<file path="src/rtl/rv32_load_store_unit_if.sv">
// Core-side request/response and data-memory bus signals of the RV32I load/store unit.
// The LSU connects through the slave modport; the core/memory side uses master.
interface rv32_load_store_unit_if;
  logic        req_valid;
  logic        req_ready;
  logic        req_we;
  logic [2:0]  req_funct3;
  logic [31:0] req_addr;
  logic [31:0] req_wdata;
  logic        resp_valid;
  logic [31:0] resp_rdata;
  logic        resp_err;
  logic        stall;
  logic        mem_req;
  logic        mem_we;
  logic [31:0] mem_addr;
  logic [3:0]  mem_wstrb;
  logic [31:0] mem_wdata;
  logic        mem_gnt;
  logic        mem_rvalid;
  logic [31:0] mem_rdata;

  modport slave (
    input  req_valid, req_we, req_funct3, req_addr, req_wdata,
    input  mem_gnt, mem_rvalid, mem_rdata,
    output req_ready, resp_valid, resp_rdata, resp_err, stall,
    output mem_req, mem_we, mem_addr, mem_wstrb, mem_wdata
  );

  modport master (
    output req_valid, req_we, req_funct3, req_addr, req_wdata,
    output mem_gnt, mem_rvalid, mem_rdata,
    input  req_ready, resp_valid, resp_rdata, resp_err, stall,
    input  mem_req, mem_we, mem_addr, mem_wstrb, mem_wdata
  );
endinterface

</file>
<file path="src/rtl/rv32_load_store_unit.sv">
// RV32I data-memory load/store unit: one access at a time over a req/gnt/rvalid bus,
// with lane steering, load extension, misalignment/illegal-funct3 checks and a bus timeout.
module rv32_load_store_unit #(
  parameter int unsigned TIMEOUT_CYCLES = 16,
  parameter int unsigned CNT_W          = 5
) (
  input logic                    clk,
  input logic                    rst,
  rv32_load_store_unit_if.slave  bus
);

  localparam int unsigned XLEN   = 32;
  localparam int unsigned STRB_W = XLEN / 8;
  localparam bit              TO_EN   = (TIMEOUT_CYCLES != 0);
  localparam logic [CNT_W-1:0] TO_LAST = CNT_W'(TIMEOUT_CYCLES - 1);

  typedef enum logic [1:0] {IDLE, REQ, WAIT, RESP} state_t;

  state_t              state_q, state_n;
  logic [CNT_W-1:0]    cnt_q, cnt_n;
  logic                cap_we_q, cap_we_n;
  logic [2:0]          cap_f3_q, cap_f3_n;
  logic [XLEN-1:0]     cap_addr_q, cap_addr_n;
  logic [XLEN-1:0]     cap_wdata_q, cap_wdata_n;
  logic                timeout_c;

  logic                ready_q, ready_n;
  logic                resp_valid_q, resp_valid_n;
  logic [XLEN-1:0]     rdata_q, rdata_n;
  logic                err_q, err_n;
  logic                stall_q, stall_n;
  logic                mem_req_q, mem_req_n;
  logic                mem_we_q, mem_we_n;
  logic [XLEN-1:0]     mem_addr_q, mem_addr_n;
  logic [STRB_W-1:0]   mem_wstrb_q, mem_wstrb_n;
  logic [XLEN-1:0]     mem_wdata_q, mem_wdata_n;

  function automatic logic is_illegal(input logic we, input logic [2:0] f3, input logic [1:0] off);
    logic bad;
    bad = (f3 == 3'b011) || (f3[2:1] == 2'b11) || (we && f3[2]);
    if ((f3[1:0] == 2'b01) && off[0])         bad = 1'b1;
    if ((f3[1:0] == 2'b10) && (off != 2'b00)) bad = 1'b1;
    return bad;
  endfunction

  function automatic logic [STRB_W-1:0] lane_strb(input logic [2:0] f3, input logic [1:0] off);
    logic [STRB_W-1:0] s;
    unique case (f3[1:0])
      2'b00:   s = STRB_W'(4'b0001) << off;
      2'b01:   s = STRB_W'(4'b0011) << off;
      default: s = '1;
    endcase
    return s;
  endfunction

  function automatic logic [XLEN-1:0] lane_wdata(input logic [2:0] f3, input logic [XLEN-1:0] wd);
    logic [XLEN-1:0] d;
    unique case (f3[1:0])
      2'b00:   d = {4{wd[7:0]}};
      2'b01:   d = {2{wd[15:0]}};
      default: d = wd;
    endcase
    return d;
  endfunction

  function automatic logic [XLEN-1:0] load_ext(input logic [2:0] f3, input logic [1:0] off,
                                               input logic [XLEN-1:0] rd);
    logic [XLEN-1:0] sh, d;
    sh = rd >> {off, 3'b000};
    unique case (f3[1:0])
      2'b00:   d = f3[2] ? {24'h0, sh[7:0]}  : {{24{sh[7]}},  sh[7:0]};
      2'b01:   d = f3[2] ? {16'h0, sh[15:0]} : {{16{sh[15]}}, sh[15:0]};
      default: d = rd;
    endcase
    return d;
  endfunction

  // Next-state, capture and registered-output logic
  always_comb begin
    state_n     = state_q;
    cnt_n       = cnt_q;
    cap_we_n    = cap_we_q;
    cap_f3_n    = cap_f3_q;
    cap_addr_n  = cap_addr_q;
    cap_wdata_n = cap_wdata_q;
    rdata_n     = '0;
    err_n       = 1'b0;
    timeout_c   = TO_EN && (cnt_q >= TO_LAST);

    unique case (state_q)
      IDLE: begin
        if (bus.req_valid) begin
          cap_we_n    = bus.req_we;
          cap_f3_n    = bus.req_funct3;
          cap_addr_n  = bus.req_addr;
          cap_wdata_n = bus.req_wdata;
          cnt_n       = '0;
          if (is_illegal(bus.req_we, bus.req_funct3, bus.req_addr[1:0])) begin
            state_n = RESP;
            err_n   = 1'b1;
          end else begin
            state_n = REQ;
          end
        end
      end
      REQ: begin
        cnt_n = cnt_q + CNT_W'(1);
        if (bus.mem_gnt) begin
          state_n = cap_we_q ? RESP : WAIT;
        end else if (timeout_c) begin
          state_n = RESP;
          err_n   = 1'b1;
        end
      end
      WAIT: begin
        cnt_n = cnt_q + CNT_W'(1);
        if (bus.mem_rvalid) begin
          state_n = RESP;
          rdata_n = load_ext(cap_f3_q, cap_addr_q[1:0], bus.mem_rdata);
        end else if (timeout_c) begin
          state_n = RESP;
          err_n   = 1'b1;
        end
      end
      RESP:    state_n = IDLE;
      default: state_n = IDLE;
    endcase

    ready_n      = (state_n == IDLE);
    stall_n      = (state_n != IDLE);
    resp_valid_n = (state_n == RESP);
    mem_req_n    = (state_n == REQ);
    mem_we_n     = mem_req_n && cap_we_n;
    mem_addr_n   = mem_req_n ? {cap_addr_n[XLEN-1:2], 2'b00} : '0;
    mem_wstrb_n  = mem_we_n ? lane_strb(cap_f3_n, cap_addr_n[1:0]) : '0;
    mem_wdata_n  = mem_we_n ? lane_wdata(cap_f3_n, cap_wdata_n) : '0;
  end

  // State, capture and output registers
  always_ff @(posedge clk or negedge rst) begin
    if (!rst) begin
      state_q      <= IDLE;
      cnt_q        <= '0;
      cap_we_q     <= 1'b0;
      cap_f3_q     <= '0;
      cap_addr_q   <= '0;
      cap_wdata_q  <= '0;
      ready_q      <= 1'b1;
      resp_valid_q <= 1'b0;
      rdata_q      <= '0;
      err_q        <= 1'b0;
      stall_q      <= 1'b0;
      mem_req_q    <= 1'b0;
      mem_we_q     <= 1'b0;
      mem_addr_q   <= '0;
      mem_wstrb_q  <= '0;
      mem_wdata_q  <= '0;
    end else begin
      state_q      <= state_n;
      cnt_q        <= cnt_n;
      cap_we_q     <= cap_we_n;
      cap_f3_q     <= cap_f3_n;
      cap_addr_q   <= cap_addr_n;
      cap_wdata_q  <= cap_wdata_n;
      ready_q      <= ready_n;
      resp_valid_q <= resp_valid_n;
      rdata_q      <= rdata_n;
      err_q        <= err_n;
      stall_q      <= stall_n;
      mem_req_q    <= mem_req_n;
      mem_we_q     <= mem_we_n;
      mem_addr_q   <= mem_addr_n;
      mem_wstrb_q  <= mem_wstrb_n;
      mem_wdata_q  <= mem_wdata_n;
    end
  end

  assign bus.req_ready  = ready_q;
  assign bus.resp_valid = resp_valid_q;
  assign bus.resp_rdata = rdata_q;
  assign bus.resp_err   = err_q;
  assign bus.stall      = stall_q;
  assign bus.mem_req    = mem_req_q;
  assign bus.mem_we     = mem_we_q;
  assign bus.mem_addr   = mem_addr_q;
  assign bus.mem_wstrb  = mem_wstrb_q;
  assign bus.mem_wdata  = mem_wdata_q;

endmodule

</file>
<file path="src/flat_wrapper.sv">
// flat-port wrapper written by rule: the top's interface ports become plain ports
module rv32_load_store_unit_flat 
#(
  parameter int unsigned TIMEOUT_CYCLES = 16,
  parameter int unsigned CNT_W          = 5
)
  (clk, rst, bus_req_valid, bus_req_we, bus_req_funct3, bus_req_addr, bus_req_wdata, bus_mem_gnt, bus_mem_rvalid, bus_mem_rdata, bus_req_ready, bus_resp_valid, bus_resp_rdata, bus_resp_err, bus_stall, bus_mem_req, bus_mem_we, bus_mem_addr, bus_mem_wstrb, bus_mem_wdata);
  rv32_load_store_unit_if bus_i ();
  input logic clk;
  input logic rst;
  input wire logic [$bits(bus_i.req_valid)-1:0] bus_req_valid;
  input wire logic [$bits(bus_i.req_we)-1:0] bus_req_we;
  input wire logic [$bits(bus_i.req_funct3)-1:0] bus_req_funct3;
  input wire logic [$bits(bus_i.req_addr)-1:0] bus_req_addr;
  input wire logic [$bits(bus_i.req_wdata)-1:0] bus_req_wdata;
  input wire logic [$bits(bus_i.mem_gnt)-1:0] bus_mem_gnt;
  input wire logic [$bits(bus_i.mem_rvalid)-1:0] bus_mem_rvalid;
  input wire logic [$bits(bus_i.mem_rdata)-1:0] bus_mem_rdata;
  output wire logic [$bits(bus_i.req_ready)-1:0] bus_req_ready;
  output wire logic [$bits(bus_i.resp_valid)-1:0] bus_resp_valid;
  output wire logic [$bits(bus_i.resp_rdata)-1:0] bus_resp_rdata;
  output wire logic [$bits(bus_i.resp_err)-1:0] bus_resp_err;
  output wire logic [$bits(bus_i.stall)-1:0] bus_stall;
  output wire logic [$bits(bus_i.mem_req)-1:0] bus_mem_req;
  output wire logic [$bits(bus_i.mem_we)-1:0] bus_mem_we;
  output wire logic [$bits(bus_i.mem_addr)-1:0] bus_mem_addr;
  output wire logic [$bits(bus_i.mem_wstrb)-1:0] bus_mem_wstrb;
  output wire logic [$bits(bus_i.mem_wdata)-1:0] bus_mem_wdata;
  assign bus_i.req_valid = bus_req_valid;
  assign bus_i.req_we = bus_req_we;
  assign bus_i.req_funct3 = bus_req_funct3;
  assign bus_i.req_addr = bus_req_addr;
  assign bus_i.req_wdata = bus_req_wdata;
  assign bus_i.mem_gnt = bus_mem_gnt;
  assign bus_i.mem_rvalid = bus_mem_rvalid;
  assign bus_i.mem_rdata = bus_mem_rdata;
  assign bus_req_ready = bus_i.req_ready;
  assign bus_resp_valid = bus_i.resp_valid;
  assign bus_resp_rdata = bus_i.resp_rdata;
  assign bus_resp_err = bus_i.resp_err;
  assign bus_stall = bus_i.stall;
  assign bus_mem_req = bus_i.mem_req;
  assign bus_mem_we = bus_i.mem_we;
  assign bus_mem_addr = bus_i.mem_addr;
  assign bus_mem_wstrb = bus_i.mem_wstrb;
  assign bus_mem_wdata = bus_i.mem_wdata;
  rv32_load_store_unit #(.TIMEOUT_CYCLES(TIMEOUT_CYCLES), .CNT_W(CNT_W)) u_core (.clk(clk), .rst(rst), .bus(bus_i));
endmodule
</file>
<file path="config.mk">
export PLATFORM = sky130hd
export DESIGN_NAME = rv32_load_store_unit_flat
export DESIGN_NICKNAME = d
export VERILOG_FILES = /design/src/rtl/rv32_load_store_unit_if.sv /design/src/rtl/rv32_load_store_unit.sv /design/src/flat_wrapper.sv
export SDC_FILE = /design/constraint.sdc
export NUM_CORES = 1
export LEC_CHECK = 0
export BUFFER_PORTS_ARGS = -buffer_cell sky130_fd_sc_hd__clkbuf_2
export CAP_MARGIN = 5
export CORE_MARGIN = 2
export CORE_UTILIZATION = 42
export CTS_CLUSTER_DIAMETER = 50
export DETAILED_ROUTE_END_ITERATION = 10
export HOLD_SLACK_MARGIN = 0.12
export PLACE_DENSITY = 0.71
export SYNTH_ARGS = -nofsm -noshare
export SYNTH_HDL_FRONTEND = slang
export SYNTH_SLANG_ARGS = --single-unit
export TNS_END_PERCENT = 1
</file>
<file path="constraint.sdc">
create_clock -name clk -period 2.8 [get_ports clk]
set_clock_uncertainty 0.15 [all_clocks]
set_input_delay 0.56 -clock clk [delete_from_list [all_inputs] [get_ports clk]]
set_output_delay 0.56 -clock clk [all_outputs]
set_load 0.01 [all_outputs]
</file>
* Yosys cells after proc, flatten, opt, wreduce, memory -nomap -nowiden
Cells that the tools add are included.
Operators by class: shift-type cells 3, add/sub/neg operators 1, $lt $le $gt $ge 1, reduce and logical (&&, ||, !) cells 16, equal/unequal tests 12, mux-type cells 37
Operators by type and width (count):
- $mux W32 | 10
- $pmux W32 S2 | 2
- $shr A32 B5 Y16 | 1
- $mux W2 | 7
- $mux W1 | 12
- $eq A2 B1 Y1 const B | 5
- $eq A2 B2 Y1 const B | 5
- $pmux W5 S2 | 1
- $logic_not A2 Y1 | 4
- $pmux W2 S4 | 1
- $pmux W4 S2 | 1
- $reduce_bool A2 Y1 | 3
- $add A5 B1 Y5 const B | 1
- $ge A5 B4 Y1 const B | 1
- $mux W5 | 1
- $logic_and A1 B1 Y1 | 4
- $mux W4 | 1
- $reduce_and A2 Y1 | 2
- $shl A1 B2 Y4 const A | 1
- $shl A2 B2 Y4 const A | 1
- $eq A3 B2 Y1 const B | 1
- $pmux W1 S3 | 1
- $logic_or A1 B1 Y1 | 2
- $ne A2 B2 Y1 const B | 1
- $reduce_or A2 Y1 | 1
Word-level totals: bits of input ports 105, register bits 181, output and inout bits 106, logic and storage cells 87

* Longest topological paths before layout
depth in word-level cells 13, depth in mapped cells 9, gate-level depth less buffers 8

* Worst setup path after synthesis
No wires, ideal clock.
kind reg-to-reg, start point register u_core.cnt_q[0], end point register u_core.mem_wdata_q[14], in the netlist u_core.bus.mem_wdata[14], required time 2.564 ns, stages on the path, launching flop included 10, arrival 2.155 ns, slack 0.409 ns, period minus slack after synthesis 2.391 ns, cell sequence dfrtp_1 ha_1 and3_1 ha_1 nor2_1 nand3_1 a221oi_2 nand3b_4 clkbuf_1 nor3_1
Between the ends: longest elaborated chain between the ends 7, elaborated cells between the ends (all ways) 8, those cells by class order compare (1); eq/ne (1); mux (5); reduce/logical (1)
RTL lines:
- start, declared | line rv32_load_store_unit.sv:20 | logic [CNT_W-1:0] cnt_q, cnt_n;
- start signal, assigned | line rv32_load_store_unit.sv:160 | cnt_q <= cnt_n;
- $ge A5 B4 Y1 * | line rv32_load_store_unit.sv:88 | timeout_c = TO_EN && (cnt_q >= TO_LAST);
- $mux W2 * | line rv32_load_store_unit.sv:110, rv32_load_store_unit.sv:120
- $mux W2 (on tied branches) | line rv32_load_store_unit.sv:117, rv32_load_store_unit.sv:108
- $pmux W2 S4 * | line rv32_load_store_unit.sv:90 | unique case (state_q)
- $eq A2 B1 Y1 * | line rv32_load_store_unit.sv:132 | mem_req_n = (state_n == REQ);
- $logic_and A1 B1 Y1 * | line rv32_load_store_unit.sv:133 | mem_we_n = mem_req_n && cap_we_n;
- $mux W32 * | line rv32_load_store_unit.sv:136 | mem_wdata_n = mem_we_n ? lane_wdata(cap_f3_n, cap_wdata_n) : '0;
- named net u_core.mem_wdata_n[14] | line rv32_load_store_unit.sv:36 | logic [XLEN-1:0] mem_wdata_q, mem_wdata_n;
- end signal, assigned | line rv32_load_store_unit.sv:174 | mem_wdata_q <= mem_wdata_n;
- end, declared | line rv32_load_store_unit.sv:36
Mark *: on every way through the listed nets, which the timed path passes. The rest lies on a longest branch. A chain may end at the register's enable or synchronous reset.

* Worst setup path in the final report
start point register u_core.cnt_q[0], end point register u_core.mem_wdata_q[31], in the netlist u_core.bus.mem_wdata[31]
Same word-level chain as after synthesis.

==> impl_metrics.ini <==
[clock_network]
cts_buffer_depth = 2
path_clk_slew_ps = 70
cts_tree = yes
clock-sinks = 179
cts_made_buffers = 17
htreeDepth = 4
clock_latency_ps = 410
ctsRootBufferMaster = clkbuf_16

[timing]
clock.fmax_mhz = 386.3
period_share_pct = 92.46
setup_viol = 0
hold_viol_final = 0
finalMaxSlewViolations = 0
worst_pin_slew_ps = 583.2
min_period_ps = 2589
tns_ps = 0
slew_headroom_pct = 61.04
hold_slack_ps = 223.2
worst_slack_ps = 211.1
grt_setup_unrepaired = yes

[placed_design]
dp.final_hpwl_mm = 12.45
place_ws_ps = -49.07
io_buffers = 208
place_congestion = 0.8360

[synthesis]
ys.warnings.count = 0
syn_inst = 564
synth_seq_cells = 179
ys_seq_area_share_pct = 63.27
ys_dominant_reg_cell = dfrtp_1
netlist_area_um2 = 7082
synth_edf_count = 0
avgSynthCellArea_um2 = 12.56
async_flop_share_pct = 100.0
synth.distinct_cells = 46

[floorplan]
ios = 211
die_area_um2 = 17920
core-area_um2 = 16520
rows = 47
die_h_um = 133.9
start_util_pct = 42.86
die_width_um = 133.9

[drt]
drcViolationCount = 0
wirelength_mm = 17.18
ant_nets = 0
drtIter0Drc = 253
viasPerCell = 4.985
vias = 5065
wl_per_cell_um = 16.91
drtPass1Iterations = 4

[critical_path]
critPathMaxFanout = 19
r2r_slack_ps = 210
cp-startpoint = u_core.cnt_q[0]$_DFFE_PN0P_
crit_top_cell = ha_1
reg2reg_to = u_core.bus.mem_wdata[31]$_DFF_PN0_
arrival_ps = 2760
critPathKind = flop to flop
timing.rr.start = u_core.cnt_q[0]$_DFFE_PN0P_
critPathTopFamily = simple AND/OR/NAND/NOR gates
cp_cell_sequence = ha_1 -> and3_1 -> ha_1 -> nor2_1 -> nand3_1 -> a221oi_4 -> buf_4 -> nand3b_4 -> nor3_1
critPathCaptureType = flop
crit_cells = 9
startpoint_type = flop
cp-endpoint = u_core.bus.mem_wdata[31]$_DFF_PN0_
path_buf_inv = 1
worstPathRequired_ps = 2970
cp_slowest_cell = dfrtp_1
ff2ff_path_depth = 9
cpPeakStageDelay_ps = 450

[layout]
fillCellCount = 1417
final_nets = 894
drive_above_1_share_pct = 42.34
diodes = 0
syn_to_final_growth_pct = 28.90

[global_routing]
grt_pass1_vias = 5118
grt_pass1_wl_mm = 27.15
grt_use_total_pct = 19.56
grt_antenna_before_repair = 1
grt_overflow = 0
grt_max_degree = 57

[power_and_ir_drop]
finalPower_mw = 10.57
ir_worst_vdd_uv = 600.0
pwr_density_cell_nw_per_um2 = 1158
power.leakage_nw = 4.820

[worst_hold_path]
hold_path_class = input pin to flop
hp-start = bus_mem_rdata[27]

[run]
max_cap_violations = 0

[run_status]
outcome = complete, no violations
logic make-up (layout without fill, tap and decap cells):
| family | Yosys count | in the layout | share of synthesized area [%] |
|---|---|---|---|
| AO/OA/AOI/OAI | 99 | 99 | 9.824 |
| buffers and inverters | 57 | 287 | 3.321 |
| AND/OR/NAND/NOR | 141 | 142 | 10.02 |
| adder cells (fa/ha/maj) | 6 | 6 | 1.060 |
| multiplexers | 80 | 80 | 12.33 |
| other | 1 | 2 | 0.05295 |
| flip-flops | 179 | 179 | 63.27 |
| XOR/XNOR | 1 | 1 | 0.1237 |
stage by stage:
step | utilization [%] | std cells | area, um2
after CTS | 55.05 | 1013 | 9096
after global placement | 51.24 | 979 | 8467
after detailed placement | 51.24 | 979 | 8467
after floorplan | - | 565 | 7086
final | 55.24 | 1016 | 9129
after global routing | 55.24 | 1016 | 9129
worst min-delay path by stage:
stage / end / slack, ps / cells after the start
CTS: u_core.bus.resp_rdata[27]$_DFF_PN0_ / 190 / 2
detailed placement: u_core.cap_addr_q[16]$_DFF_PN0_ / 330 / 1
global route: u_core.bus.resp_rdata[27]$_DFF_PN0_ / 210 / 2
global placement: u_core.cap_addr_q[23]$_DFF_PN0_ / 320 / 1
floorplan: u_core.bus.mem_addr[10]$_DFF_PN0_ / 110 / 0
finish: u_core.bus.resp_rdata[27]$_DFF_PN0_ / 220 / 2
per-layer routing:
layer	GRT usage, %	up-vias	wire length (um)
li1	-	2381	-
met1	24.97	2487	7200
met2	31.57	173	8368
met3	6.689	22	1338
met4	6.265	2	264
met5	0	-	11
layout by cell type, fill, tap and decap left out, drive strengths merged, types with 2 or more instances in the layout:
| master | n |
|---|---|
| clkbuf | 226 |
| dfrtp | 178 |
| mux2 | 58 |
| nor2 | 47 |
| nor2b | 34 |
| inv | 30 |
| a21oi | 25 |
| buf | 23 |
| mux2i | 22 |
| nor3 | 20 |
| nand2 | 19 |
| a21o | 17 |
| o21ai | 14 |
| o22ai | 9 |
| a211oi | 9 |
| a22oi | 8 |
| o221a | 7 |
| ha | 6 |
| nand2b | 4 |
| clkinvlp | 4 |
| and3 | 3 |
| nand3 | 3 |
| nand3b | 3 |
| and2 | 2 |
| nor4 | 2 |
| conb | 2 |
| a221oi | 2 |
| or2 | 2 |
| clkinv | 2 |
registers in the layout (all words and copies together) (netlist names):
signal / count
u_core.bus.mem_wdata: 32
u_core.bus.resp_rdata: 32
u_core.cap_addr_q: 32
u_core.cap_wdata_q: 32
u_core.bus.mem_addr: 30
u_core.cnt_q: 5
u_core.bus.mem_wstrb: 4
u_core.cap_f3_q: 3
u_core.state_q: 2
u_core.bus.mem_req: 1
u_core.bus.mem_we: 1
u_core.bus.req_ready: 1
u_core.bus.resp_err: 1
u_core.bus.resp_valid: 1
u_core.bus.stall: 1
u_core.cap_we_q: 1
synthesized netlist by cell type (2+ instances only):
| master | n | share of area (%) |
|---|---|---|
| clkbuf_1 | 22 | 1.2 |
| and2_1 | 2 | 0.18 |
| mux2_2 | 58 | 9.2 |
| nor2_1 | 47 | 2.5 |
| nand2_1 | 19 | 1.0 |
| inv_1 | 24 | 1.3 |
| a211oi_1 | 9 | 0.95 |
| o22ai_1 | 9 | 0.79 |
| nand3_1 | 3 | 0.21 |
| nor3_1 | 20 | 1.4 |
| ha_1 | 6 | 1.1 |
| and3_1 | 3 | 0.27 |
| o221a_2 | 7 | 1.1 |
| a21oi_1 | 25 | 1.8 |
| mux2i_1 | 22 | 3.1 |
| nor4_1 | 2 | 0.18 |
| buf_2 | 5 | 0.35 |
| a21o_1 | 17 | 1.8 |
| a22oi_1 | 8 | 0.85 |
| nor2b_1 | 34 | 3.0 |
| buf_1 | 3 | 0.16 |
| nand2b_1 | 4 | 0.35 |
| buf_4 | 2 | 0.21 |
| o21ai_0 | 14 | 0.99 |
| dfrtp_1 | 178 | 63 |
layout make-up:
cell class	instances	area [um2]	share of cell area [%]
inverters	24	90.09	0.9868
flip-flops and latches	179	4481	49.08
clock buffers	19	442.9	4.852
clock inverters	13	145.1	1.590
well taps	220	275.3	3.015
repair buffers	231	1272	13.94
multi-input cells	330	2422	26.54
where the power goes:
group | total [mW] | switching [mW] | internal [mW]
Combinational | 4.28 | 2.42 | 1.86
Sequential | 3.96 | 0.372 | 3.59
Clock | 2.33 | 1.04 | 1.29
Total | 10.6 | 3.83 | 6.73
what timing repair did:
| item | 4_1_cts | 5_1_grt |
|---|---|---|
| setup buffers | 0 | 3 |
| gates cloned | 1 | 0 |
| gates resized for setup | 2 | 2 |
| pin swaps | 1 | 1 |
| hold endpoints to repair | 52 | 0 |
| setup endpoints to repair | 24 | 40 |
| hold buffers | 1 | 0 |
(Power assumes the default switching activity.)
